File: config.mk
export PLATFORM = sky130hd
export DESIGN_NAME = run_ctrl
export DESIGN_NICKNAME = d
export VERILOG_FILES = /design/src/rtl/run_ctrl_pkg.sv /design/src/rtl/run_ctrl_sat_counter.sv /design/src/rtl/run_ctrl.sv
export SDC_FILE = /design/constraint.sdc
export NUM_CORES = 1
export LEC_CHECK = 0
export ABC_AREA = 1
export CAP_MARGIN = 5
export CELL_PAD_IN_SITES_DETAIL_PLACEMENT = 1
export CELL_PAD_IN_SITES_GLOBAL_PLACEMENT = 2
export CORE_ASPECT_RATIO = 0.6
export CORE_MARGIN = 2
export CORE_UTILIZATION = 26
export CTS_BUF_LIST = sky130_fd_sc_hd__clkbuf_4 sky130_fd_sc_hd__clkbuf_8
export CTS_CLUSTER_DIAMETER = 200
export DETAILED_ROUTE_END_ITERATION = 10
export PLACE_DENSITY = 0.93
export REMOVE_ABC_BUFFERS = 1
export SYNTH_ARGS = -nofsm -noshare
export SYNTH_HDL_FRONTEND = slang
export SYNTH_SLANG_ARGS = --single-unit
File: constraint.sdc
create_clock -name clk -period 2.1 [get_ports clk]
set_input_delay 0.315 -clock clk [delete_from_list [all_inputs] [get_ports clk]]
set_output_delay 0.315 -clock clk [all_outputs]
set_load 0.1 [all_outputs]
File: src/rtl/run_ctrl_pkg.sv
// Shared types and constants for the run controller: FSM state encoding and
// the program start-address table.
package run_ctrl_pkg;

  typedef enum logic [1:0] {
    IDLE = 2'd0,
    INIT = 2'd1,
    RUN  = 2'd2,
    DONE = 2'd3
  } run_state_t;

  localparam logic [15:0] PROG0_ADDR = 16'h0000;
  localparam logic [15:0] PROG1_ADDR = 16'h0100;
  localparam logic [15:0] PROG2_ADDR = 16'h0200;

  // Select 3 is reserved and falls back to program 0's address.
  function automatic logic [15:0] start_addr(input logic [1:0] sel);
    case (sel)
      2'd1:    start_addr = PROG1_ADDR;
      2'd2:    start_addr = PROG2_ADDR;
      default: start_addr = PROG0_ADDR;
    endcase
  endfunction

endpackage

File: src/rtl/run_ctrl_sat_counter.sv
// Saturating up-counter with synchronous clear and enable; sticks at all ones.
module sat_counter #(
  parameter int W = 16
) (
  input  logic         clk,
  input  logic         srst,
  input  logic         i_clr,
  input  logic         i_en,
  output logic [W-1:0] o_count
);

  logic [W-1:0] r_count;
  logic         w_at_max;

  assign w_at_max = (r_count == {W{1'b1}});
  assign o_count  = r_count;

  always_ff @(posedge clk) begin
    if (srst || i_clr) begin
      r_count <= '0;
    end else if (i_en && !w_at_max) begin
      r_count <= r_count + 1'b1;
    end
  end

endmodule

File: src/rtl/run_ctrl.sv
// Run controller: sequences the fetch unit through IDLE/INIT/RUN/DONE per start
// request. Optional watchdog compiled in with RUN_CTRL_WATCHDOG_EN.
module run_ctrl
  import run_ctrl_pkg::*;
#(
  parameter int                INIT_CYCLES = 2,
  parameter int                CNT_W       = 16,
  parameter logic [CNT_W-1:0]  MAX_CYCLES  = 16'hFFFF
) (
  input  logic             clk,
  input  logic             Reset,
  input  logic             Start,
  input  logic [1:0]       ProgSel,
  input  logic             HaltOp,
  output logic             PcInit,
  output logic             PcHalt,
  output logic [15:0]      StartAddr,
  output logic             Busy,
  output logic             Done,
  output logic [CNT_W-1:0] CycleCount,
  output logic             Timeout
);

  run_state_t r_state, w_state_next;
  logic [3:0] r_init_cnt, w_init_cnt_next;
  logic [1:0] r_sel, w_sel_next;
  logic       w_accept;
  logic       w_run_en;

  // Start is only honoured when no run is in flight.
  assign w_accept = Start && ((r_state == IDLE) || (r_state == DONE));
  assign w_run_en = (r_state == RUN);

  assign PcInit    = (r_state == INIT);
  assign PcHalt    = (r_state != RUN);
  assign Busy      = (r_state == INIT) || (r_state == RUN);
  assign Done      = (r_state == DONE);
  assign StartAddr = start_addr(r_sel);

`ifdef RUN_CTRL_WATCHDOG_EN
  logic r_timeout, w_timeout_next;
  logic w_wd_hit;

  // Fires on the RUN cycle whose increment brings the count to MAX_CYCLES.
  assign w_wd_hit = (CycleCount >= (MAX_CYCLES - 1'b1));
  assign Timeout  = r_timeout;
`else
  logic w_unused_max;

  assign w_unused_max = ^MAX_CYCLES;
  assign Timeout      = 1'b0;
`endif

  always_ff @(posedge clk) begin
    if (Reset) begin
      r_state    <= IDLE;
      r_init_cnt <= 4'd0;
      r_sel      <= 2'd0;
`ifdef RUN_CTRL_WATCHDOG_EN
      r_timeout  <= 1'b0;
`endif
    end else begin
      r_state    <= w_state_next;
      r_init_cnt <= w_init_cnt_next;
      r_sel      <= w_sel_next;
`ifdef RUN_CTRL_WATCHDOG_EN
      r_timeout  <= w_timeout_next;
`endif
    end
  end

  always_comb begin
    w_state_next    = r_state;
    w_init_cnt_next = r_init_cnt;
    w_sel_next      = r_sel;
`ifdef RUN_CTRL_WATCHDOG_EN
    w_timeout_next  = r_timeout;
`endif
    case (r_state)
      IDLE, DONE: begin
        if (w_accept) begin
          w_state_next    = INIT;
          w_init_cnt_next = 4'(INIT_CYCLES);
          w_sel_next      = ProgSel;
`ifdef RUN_CTRL_WATCHDOG_EN
          w_timeout_next  = 1'b0;
`endif
        end
      end
      INIT: begin
        w_init_cnt_next = r_init_cnt - 4'd1;
        if (r_init_cnt <= 4'd1) begin
          w_state_next = RUN;
        end
      end
      RUN: begin
        if (HaltOp) begin
          w_state_next = DONE;
        end
`ifdef RUN_CTRL_WATCHDOG_EN
        else if (w_wd_hit) begin
          w_state_next   = DONE;
          w_timeout_next = 1'b1;
        end
`endif
      end
      default: w_state_next = IDLE;
    endcase
  end

  sat_counter #(
    .W (CNT_W)
  ) u_cycle_cnt (
    .clk     (clk),
    .srst    (Reset),
    .i_clr   (w_accept),
    .i_en    (w_run_en),
    .o_count (CycleCount)
  );

endmodule
[Word-level counts from Yosys, hierarchy flattened]
Index checks and enable logic that the tools add are counted.
Operators by class
  add/subtract/negate cells: 2
  $lt $le $gt $ge: 1
  equality and inequality tests: 10
  mux-type cells: 7
  reduce and logical (&&, ||, !) cells: 12
Operator list (number)
  10-bit case mux with 2 select lines: 1
  16-bit by 1-bit adder with 16-bit output (second input constant): 1
  16-bit == test (second input constant): 1
  4-bit case mux with 2 select lines: 1
  2-bit == test (second input constant): 3
  2-bit two-way mux: 3
  2-bit case mux with 3 select lines: 1
  2-bit by 1-bit == test with 1-bit output (second input constant): 2
  4-bit by 1-bit less-or-equal comparator with 1-bit output (second input constant): 1
  4-bit two-way mux: 1
  2-bit by 1-bit inequality test with 1-bit output (second input constant): 2
  2-bit inequality test (second input constant): 2
  2-bit AND reduction: 2
  4-bit by 1-bit subtractor with 4-bit output (second input constant): 1
  1-bit logical OR: 3
  3-bit AND reduction: 1
  1-bit logical AND: 2
  2-bit zero test: 1
  2-bit nonzero test: 1
  2-bit OR reduction: 1
  1-bit zero test: 1
Storage, ports and cells
  register bits after elaboration: 24
  bits of input ports: 6
  output and inout port bits: 37
  logic and storage cells: 36

[Depth between registers and ports, before layout]
Gate-level depths: netlist of the first run.
  depth in word-level cells: 5
  gate-level depth with buffers: 9
  gate-level depth less buffers: 9

[Cells and area by module]
Synthesis of the first run repeated with hierarchy kept, for this count alone.
Unflattened totals
  cell total of the unflattened synthesis: 230
  area total of the unflattened synthesis: 1550.2 um2
By module, submodules not included
  sat_counter: times used 1, cells each 144, area each 958.4 um2, sequential area each 320.3 um2
  run_ctrl: times used 1, cells each 86, area each 591.8 um2, sequential area each 160.2 um2

[Worst setup path before layout of the first run]
No wires, ideal clock.
  path kind: register to register
  from: reg u_cycle_cnt.r_count[0] (netlist: u_cycle_cnt.o_count[0])
  to: reg u_cycle_cnt.r_count[0] (netlist: u_cycle_cnt.o_count[0])
  setup time: 0.116 ns
  data arrival time: 2.191 ns
  required time: 1.984 ns
  setup slack: -0.207 ns
  cell stages (with the launch flop): 10
  buffers on the path: 1
  period minus slack after synthesis: 2.307 ns
  cell sequence: dfxtp_1 ha_1 nand2_1 nor2_2 nand2_2 nor2_2 nor2_4 buf_6 nor2_2 nor2_1
Between the ends
  cells in the longest elaborated chain, start to end: 3
  elaborated cells between the ends (all ways): 4
  those cells by class: add/sub (1); eq/ne (1); reduce/logical (2)
Ends and longest elaborated chain
  start, declared: RTL line run_ctrl_sat_counter.sv:12  | logic [W-1:0] r_count;
  start signal, assigned: RTL line run_ctrl_sat_counter.sv:22  | r_count <= r_count + 1'b1;
  parallel branches: the longest is 3 deep, another holds 16-bit by 1-bit adder with 16-bit output
Several ways; the timed one is not identified.
A chain may end at the register's enable or synchronous reset.

[Worst setup path in the final report of the first run]
  from: reg r_state[0]
  to: out PcHalt
Between the ends
  cells in the longest elaborated chain, start to end: 1
Ends and longest elaborated chain
  start, declared: RTL line run_ctrl.sv:24  | run_state_t r_state, w_state_next;
  start signal, assigned: RTL line run_ctrl.sv:63  | r_state <= w_state_next;
  2-bit inequality test: RTL line run_ctrl.sv:35  | assign PcHalt = (r_state != RUN);
  end, declared: RTL line run_ctrl.sv:16  | output logic PcHalt,
Every way passes these cells.

==> impl_metrics.csv, run 1 <==
group,metric,value,unit
logic_synthesis,netlist_top_cells_count,"nand2_1, dfxtp_1, inv_1",
timing,setup-violations-final,0,
setup_path,crit_path_cell_trace,"inv_1 > ha_1 > inv_1 > buf_12",
detailed_routing,drt_wl_total,4.04,mm
clock_network,path_clk_slew,0.09,ns
logic_synthesis,synth_most_common_cell,"nand2_1",
timing,finalHoldViolations,0,
setup_path,cp.arrival,1.47,ns
detailed_routing,drc,0,
logic_synthesis,synth.yosys.seq_area_share,32.4,%
finish,finalInstanceArea,1840,um2
power_and_ir_drop,ir_worst_vdd,470,uV
flow_run,cap_violations,0,
setup_path,crit_path_start,"r_state[0]",
detailed_routing,vias,1397,
detailed_routing,post_drt_wl_per_cell,12.3,um
setup_path,crit_buf_inv,3,
clock_network,cts_buffers,3,
power_and_ir_drop,power.density,1170,nW/um2
timing,grt_setup_unrepaired,"false",
worst_hold_path,hold_start,"r_sel[1]",
logic_synthesis,syn_area_per_cell,6.88,um2
timing,slew_violations,0,
floorplanning,io_pins,43,
placed_design,placed_area,1790,um2
timing,clock_skew,0.00354,ns
setup_path,cp_max_fo,5,
clock_network,cts_max_level,1,
floorplanning,die_h,62.5,um
logic_synthesis,ys_warn_count,0,
setup_path,cp-endpoint,"PcHalt",
setup_path,r2r_start,"r_state[0]",
timing,whs,0.489,ns
logic_synthesis,synth-seq-cells,24,
global_route,grt_start_max_net_pins,18,
setup_path,r2r_cells,7,
setup_path,critPathMaxStageDelay,0.40,ns
logic_synthesis,ys.flop_type,"dfxtp_1",
placed_design,place_inst,324,
clock_network,cts-resized-gates,0,
detailed_routing,antenna_left,0,
logic_synthesis,synth_top_area_cell,"dfxtp_1",
floorplanning,dieWidth,102,um
global_route,grt_antenna_before_repair,0,
setup_path,cp_num_cells,4,
placed_design,gp_congestion,0.800,
setup_path,reg2reg_to,"u_cycle_cnt.o_count[4]",
global_route,grt_pass1_wl,6.99,mm
logic_synthesis,ys_types,26,
finish,final_nets,262,
clock_network,cts_root_buf,"clkbuf_8",
finish,area_growth,24.2,%
clock_network,ctsHoldBuffers,0,
worst_hold_path,min_path_type,"flip-flop to flip-flop",
detailed_routing,first_iter_violations,39,
setup_path,reg2reg_slack,0.37,ns
timing,post-route-min-period,1.78,ns
detailed_routing,firstDrtPassIters,4,
logic_synthesis,synthTopCellsByArea,"dfxtp_1, nand2_1, buf_4, a21oi_1, ha_1",
finish,fin_util,33.3,%
floorplanning,core_area,5540,um2
logic_synthesis,syn_inst,216,
placed_design,dpl.hpwl,3.18,mm
finish,layoutNonFillerInstCount,328,
setup_path,cp.required,1.78,ns
floorplanning,start_util,26.8,%
clock_network,insertion_delay,0.27,ns
floorplanning,rows,21,
logic_synthesis,synthArstFlopShare,0,%
setup_path,critPathMostFrequentCell,"inv_1",
finish,layout-drive-gt1-share,17.3,%
logic_synthesis,synth_edf_count,0,
floorplanning,dieArea,6350,um2
global_route,overflow,0,
setup_path,slowest_stage,"dfxtp_1",
worst_hold_path,whs_path_depth,2,
clock_network,cts.sink_count,24,
logic_synthesis,syn_area,1490,um2
power_and_ir_drop,power,2.15,mW
clock_network,max-clock-path-buffers,2,
power_and_ir_drop,leakage,0.777,nW
global_route,grt_usage,13.9,%
setup_path,worstSetupPathType,"flip-flop to output pin",
finish,diodes,0,
logic_synthesis,yosysTopAreaCellShare,32.4,%
clock_network,post_cts_buffers,0,
setup_path,cp_top_family,"buffers and inverters",
setup_path,start_kind,"flip-flop",
global_route,grt_pass1_vias,1384,
clock_network,cts_tree,"yes",
setup_path,end_kind,"output pin",
outcome,status,"complete, no violations",
timing,max_freq,0.560,GHz
placed_design,numPortBuffers,27,
timing,period_share,85.0,%
detailed_routing,via_per_inst,4.26,
-- worst min path at each step --
stage / slack [ns] / endpoint
6_report: 0.49 / r_sel[1]
5_1_grt: 0.53 / r_sel[1]
4_1_cts: 0.50 / r_sel[1]
3_5_place_dp: 0.48 / r_sel[1]
3_3_place_gp: 0.48 / r_sel[0]
2_1_floorplan: 0.39 / r_init_cnt[0]
-- cell usage in the layout (no fill, tap or decap), types with 3 or more instances in the layout --
master	netlist	routed
nand4_1	7	7
a21oi_1	19	19
buf_4	15	22
xor2_1	5	5
clkbuf_8	0	4
nand3_1	9	9
nor2_2	7	7
nand2_1	55	55
inv_1	23	23
buf_12	0	3
conb_1	1	15
nor2_1	21	21
o21ai_0	7	7
ha_1	7	7
clkdlybuf4s50_1	0	5
dfxtp_1	24	24
-- routing by layer --
| layer | vias to the layer above | GRT usage [%] | wire length [um] |
|---|---|---|---|
| met5 | - | 0 | 0 |
| met4 | 0 | 2.03 | 29 |
| met3 | 2 | 3.24 | 181 |
| met2 | 31 | 21.2 | 1680 |
| met1 | 641 | 20.2 | 2150 |
| li1 | 723 | - | - |
-- metrics by stage --
stage	setup TNS, ns	setup slack, ns
after floorplan	-1.74	-0.169
after global placement	0	0.459
after detailed placement	0	0.376
after CTS	0	0.295
after global routing	0	0.199
final	0	0.315
-- where the power goes --
group          internal, mW  switching, mW  total [mW]
clock network         0.168          0.161       0.329
registers             0.524         0.0505       0.575
logic                 0.327          0.918        1.25
-- state kept, by name, indices dropped and copies added, names as in the netlist --
register and cells:
r_init_cnt 4, r_sel 2, r_state 2, u_cycle_cnt.o_count 16
-- worst reg2reg max path, delay by kind of cell, from the launching register on --
family,cells,cell delay (ns)
adders and majority gates,1,0.32
buffers and inverters,3,0.42
AOI/OAI and AO/OA,1,0.22
DFF,1,0.40
and+or+nand+nor,2,0.31
-- cells by family after synthesis --
group | after synthesis | share of synthesized area [%]
compound gates | 29 | 10.8
fa+ha+maj | 7 | 5.90
buf+inv | 41 | 14.7
simple gates | 107 | 31.9
flops | 24 | 32.4
xor+xnor | 7 | 4.13
other cells | 1 | 0.252
-- area by class of cell --
cell class	instances	area, um2
fill	707	3700
inverter	25	93.8
multi-input combinational	165	840
sequential	24	480
timing repair buffer	30	275
tap	80	100
clock buffer	4	55.1
Power figures use the tool's default switching activity.
==> run 2, diff against run 1 <==
- CORE_UTILIZATION: 26 -> 23
- PLACE_DENSITY: 0.93 -> 0.87
- clock period: 2.1 -> 1.5 ns (I/O delays scaled with it)
==> impl_metrics.csv, run 2 (same netlist as run 1, synthesis figures left out) <==
group,metric,value,unit
clock_network,insertion_delay,0.27,ns
setup_path,r2r_start,"r_init_cnt[0]",
placed_design,numPortBuffers,27,
finish,layout_common_cells,"nand2_1, buf_4, buf_12",
power_and_ir_drop,ir_worst_vdd,731,uV
floorplanning,rows,22,
timing,clock_skew,0.00166,ns
timing,max_freq,0.677,GHz
setup_path,r2r_cells,7,
setup_path,cp.required,1.27,ns
timing,slew_violations,0,
floorplanning,start_util,24.1,%
worst_hold_path,holdPathEnd,"r_init_cnt[0]",
detailed_routing,vias,1513,
finish,area_growth,60.4,%
clock_network,ctsHoldBuffers,0,
detailed_routing,post_drt_wl_per_cell,12.7,um
setup_path,reg2reg_to,"r_state[0]",
clock_network,cts_root_buf,"clkbuf_8",
worst_hold_path,min_path_type,"flip-flop to flip-flop",
setup_path,worstSetupPathType,"flip-flop to output pin",
floorplanning,core_area,6170,um2
finish,layout-drive-gt1-share,30.7,%
setup_path,critPathMostFrequentCell,"inv_2",
floorplanning,die_h,66.2,um
floorplanning,dieArea,7140,um2
timing,finalHoldViolations,0,
detailed_routing,drc,0,
setup_path,end_kind,"output pin",
setup_path,cp_max_fo,3,
finish,largest_reg_flops,16,
setup_path,cp.arrival,1.25,ns
clock_network,cts_max_level,1,
outcome,status,"complete, no violations",
setup_path,start_kind,"flip-flop",
finish,diodes,0,
clock_network,cts_buffers,3,
finish,final_nets,288,
global_route,grt_antenna_before_repair,0,
timing,setup-violations-final,0,
detailed_routing,firstDrtPassIters,4,
flow_run,cap_violations,0,
global_route,grt_pass1_vias,1466,
worst_hold_path,hold_start,"r_init_cnt[0]",
detailed_routing,antenna_left,0,
clock_network,cts_tree,"yes",
detailed_routing,via_per_inst,4.23,
floorplanning,dieWidth,108,um
global_route,grt_usage,12.8,%
floorplanning,io_pins,43,
setup_path,slowest_stage,"dfxtp_2",
global_route,overflow,0,
power_and_ir_drop,power.density,1470,nW/um2
placed_design,dpl.hpwl,3.66,mm
global_route,grt_pass1_wl,7.09,mm
detailed_routing,drt_wl_total,4.54,mm
power_and_ir_drop,leakage,0.981,nW
placed_design,gp_congestion,0.815,
finish,fin_util,38.6,%
timing,period_share,98.5,%
timing,grt_setup_unrepaired,"true",
clock_network,path_clk_slew,0.09,ns
global_route,grt_start_max_net_pins,14,
setup_path,reg2reg_slack,0.07,ns
clock_network,cts.sink_count,24,
timing,post-route-min-period,1.48,ns
clock_network,max-clock-path-buffers,2,
setup_path,crit_path_cell_trace,"inv_2 > ha_4 > inv_2 > buf_6 > buf_12",
timing,whs,0.465,ns
detailed_routing,first_iter_violations,36,
worst_hold_path,whs_path_depth,1,
setup_path,critPathMaxStageDelay,0.35,ns
finish,final_common_cell,"nand2_1",
## run 2: cell types whose count changed in the layout (fill, tap and decap cells not counted), moves of 3 or more
| cell | delta |
|---|---|
| dfxtp_1 | -7 |
| buf_12 | +21 |
| buf_4 | +4 |
| inv_2 | +3 |
| ha_1 | -3 |
| inv_1 | -3 |
| dfxtp_2 | +6 |
| ha_4 | +3 |
## run 2: power breakdown
part | internal (mW) | switching (mW) | total, mW
combinational | 0.806 | 1.41 | 2.22
clock | 0.235 | 0.216 | 0.451
sequential | 0.747 | 0.0827 | 0.830
total | 1.79 | 1.71 | 3.50
## run 2: how the worst max path moves through the flow
stage,startpoint,to,cells past startpoint
after global routing,r_state[0],Busy,5
after floorplan,u_cycle_cnt.o_count[0],u_cycle_cnt.o_count[11],8
after CTS,r_state[0],Busy,5
final,r_state[0],Busy,5
after global placement,u_cycle_cnt.o_count[0],u_cycle_cnt.o_count[13],7
after detailed placement,r_state[0],r_state[0],7
## run 2: critical path, delay by kind of cell, from the launching register on
family	cells	cell delay, ns
flip-flops	1	0.35
buffers and inverters	4	0.35
adder cells (fa/ha/maj)	1	0.27
## run 2: area by class of cell
class | instances | area [um2]
Clock buffer | 4 | 55.1
Fill cell | 756 | 3780
Inverter | 25 | 93.8
Multi-Input combinational cell | 165 | 900
Sequential cell | 24 | 492
Tap cell | 84 | 105
Timing Repair Buffer | 56 | 737
## run 2: routing by layer
| metal | GRT usage [%] | part of all wire [%] | vias to the layer above |
|---|---|---|---|
| li1 | - | - | 773 |
| met1 | 18.2 | 52 | 715 |
| met2 | 20.4 | 45 | 21 |
| met3 | 2.36 | 2.8 | 4 |
| met4 | 2.40 | 0.68 | 0 |
| met5 | 0 | 0 | - |
## run 2: per-stage QoR
step           instance area, um2  setup slack (ns)  instances  total power [mW]  TNS [ns]
3_3_place_gp                 2220            0.0564        351              2.81         0
3_5_place_dp                 2220           -0.0954        351              2.85   -0.0954
6_report                     2380            0.0221        358              3.50         0
4_1_cts                      2300          -0.00152        355              3.39  -0.00152
2_1_floorplan                1410            -0.769        214              2.08    -14.86
5_1_grt                      2380           -0.0132        358              3.67   -0.0253
## run 2: repair_timing
| action | CTS | global route |
|---|---|---|
| gates resized for setup | 8 | 14 |
| cloned | 0 | 0 |
| pin swaps | 1 | 3 |
| setup buffers | 0 | 3 |
| setup endpoints to repair | 7 | 19 |
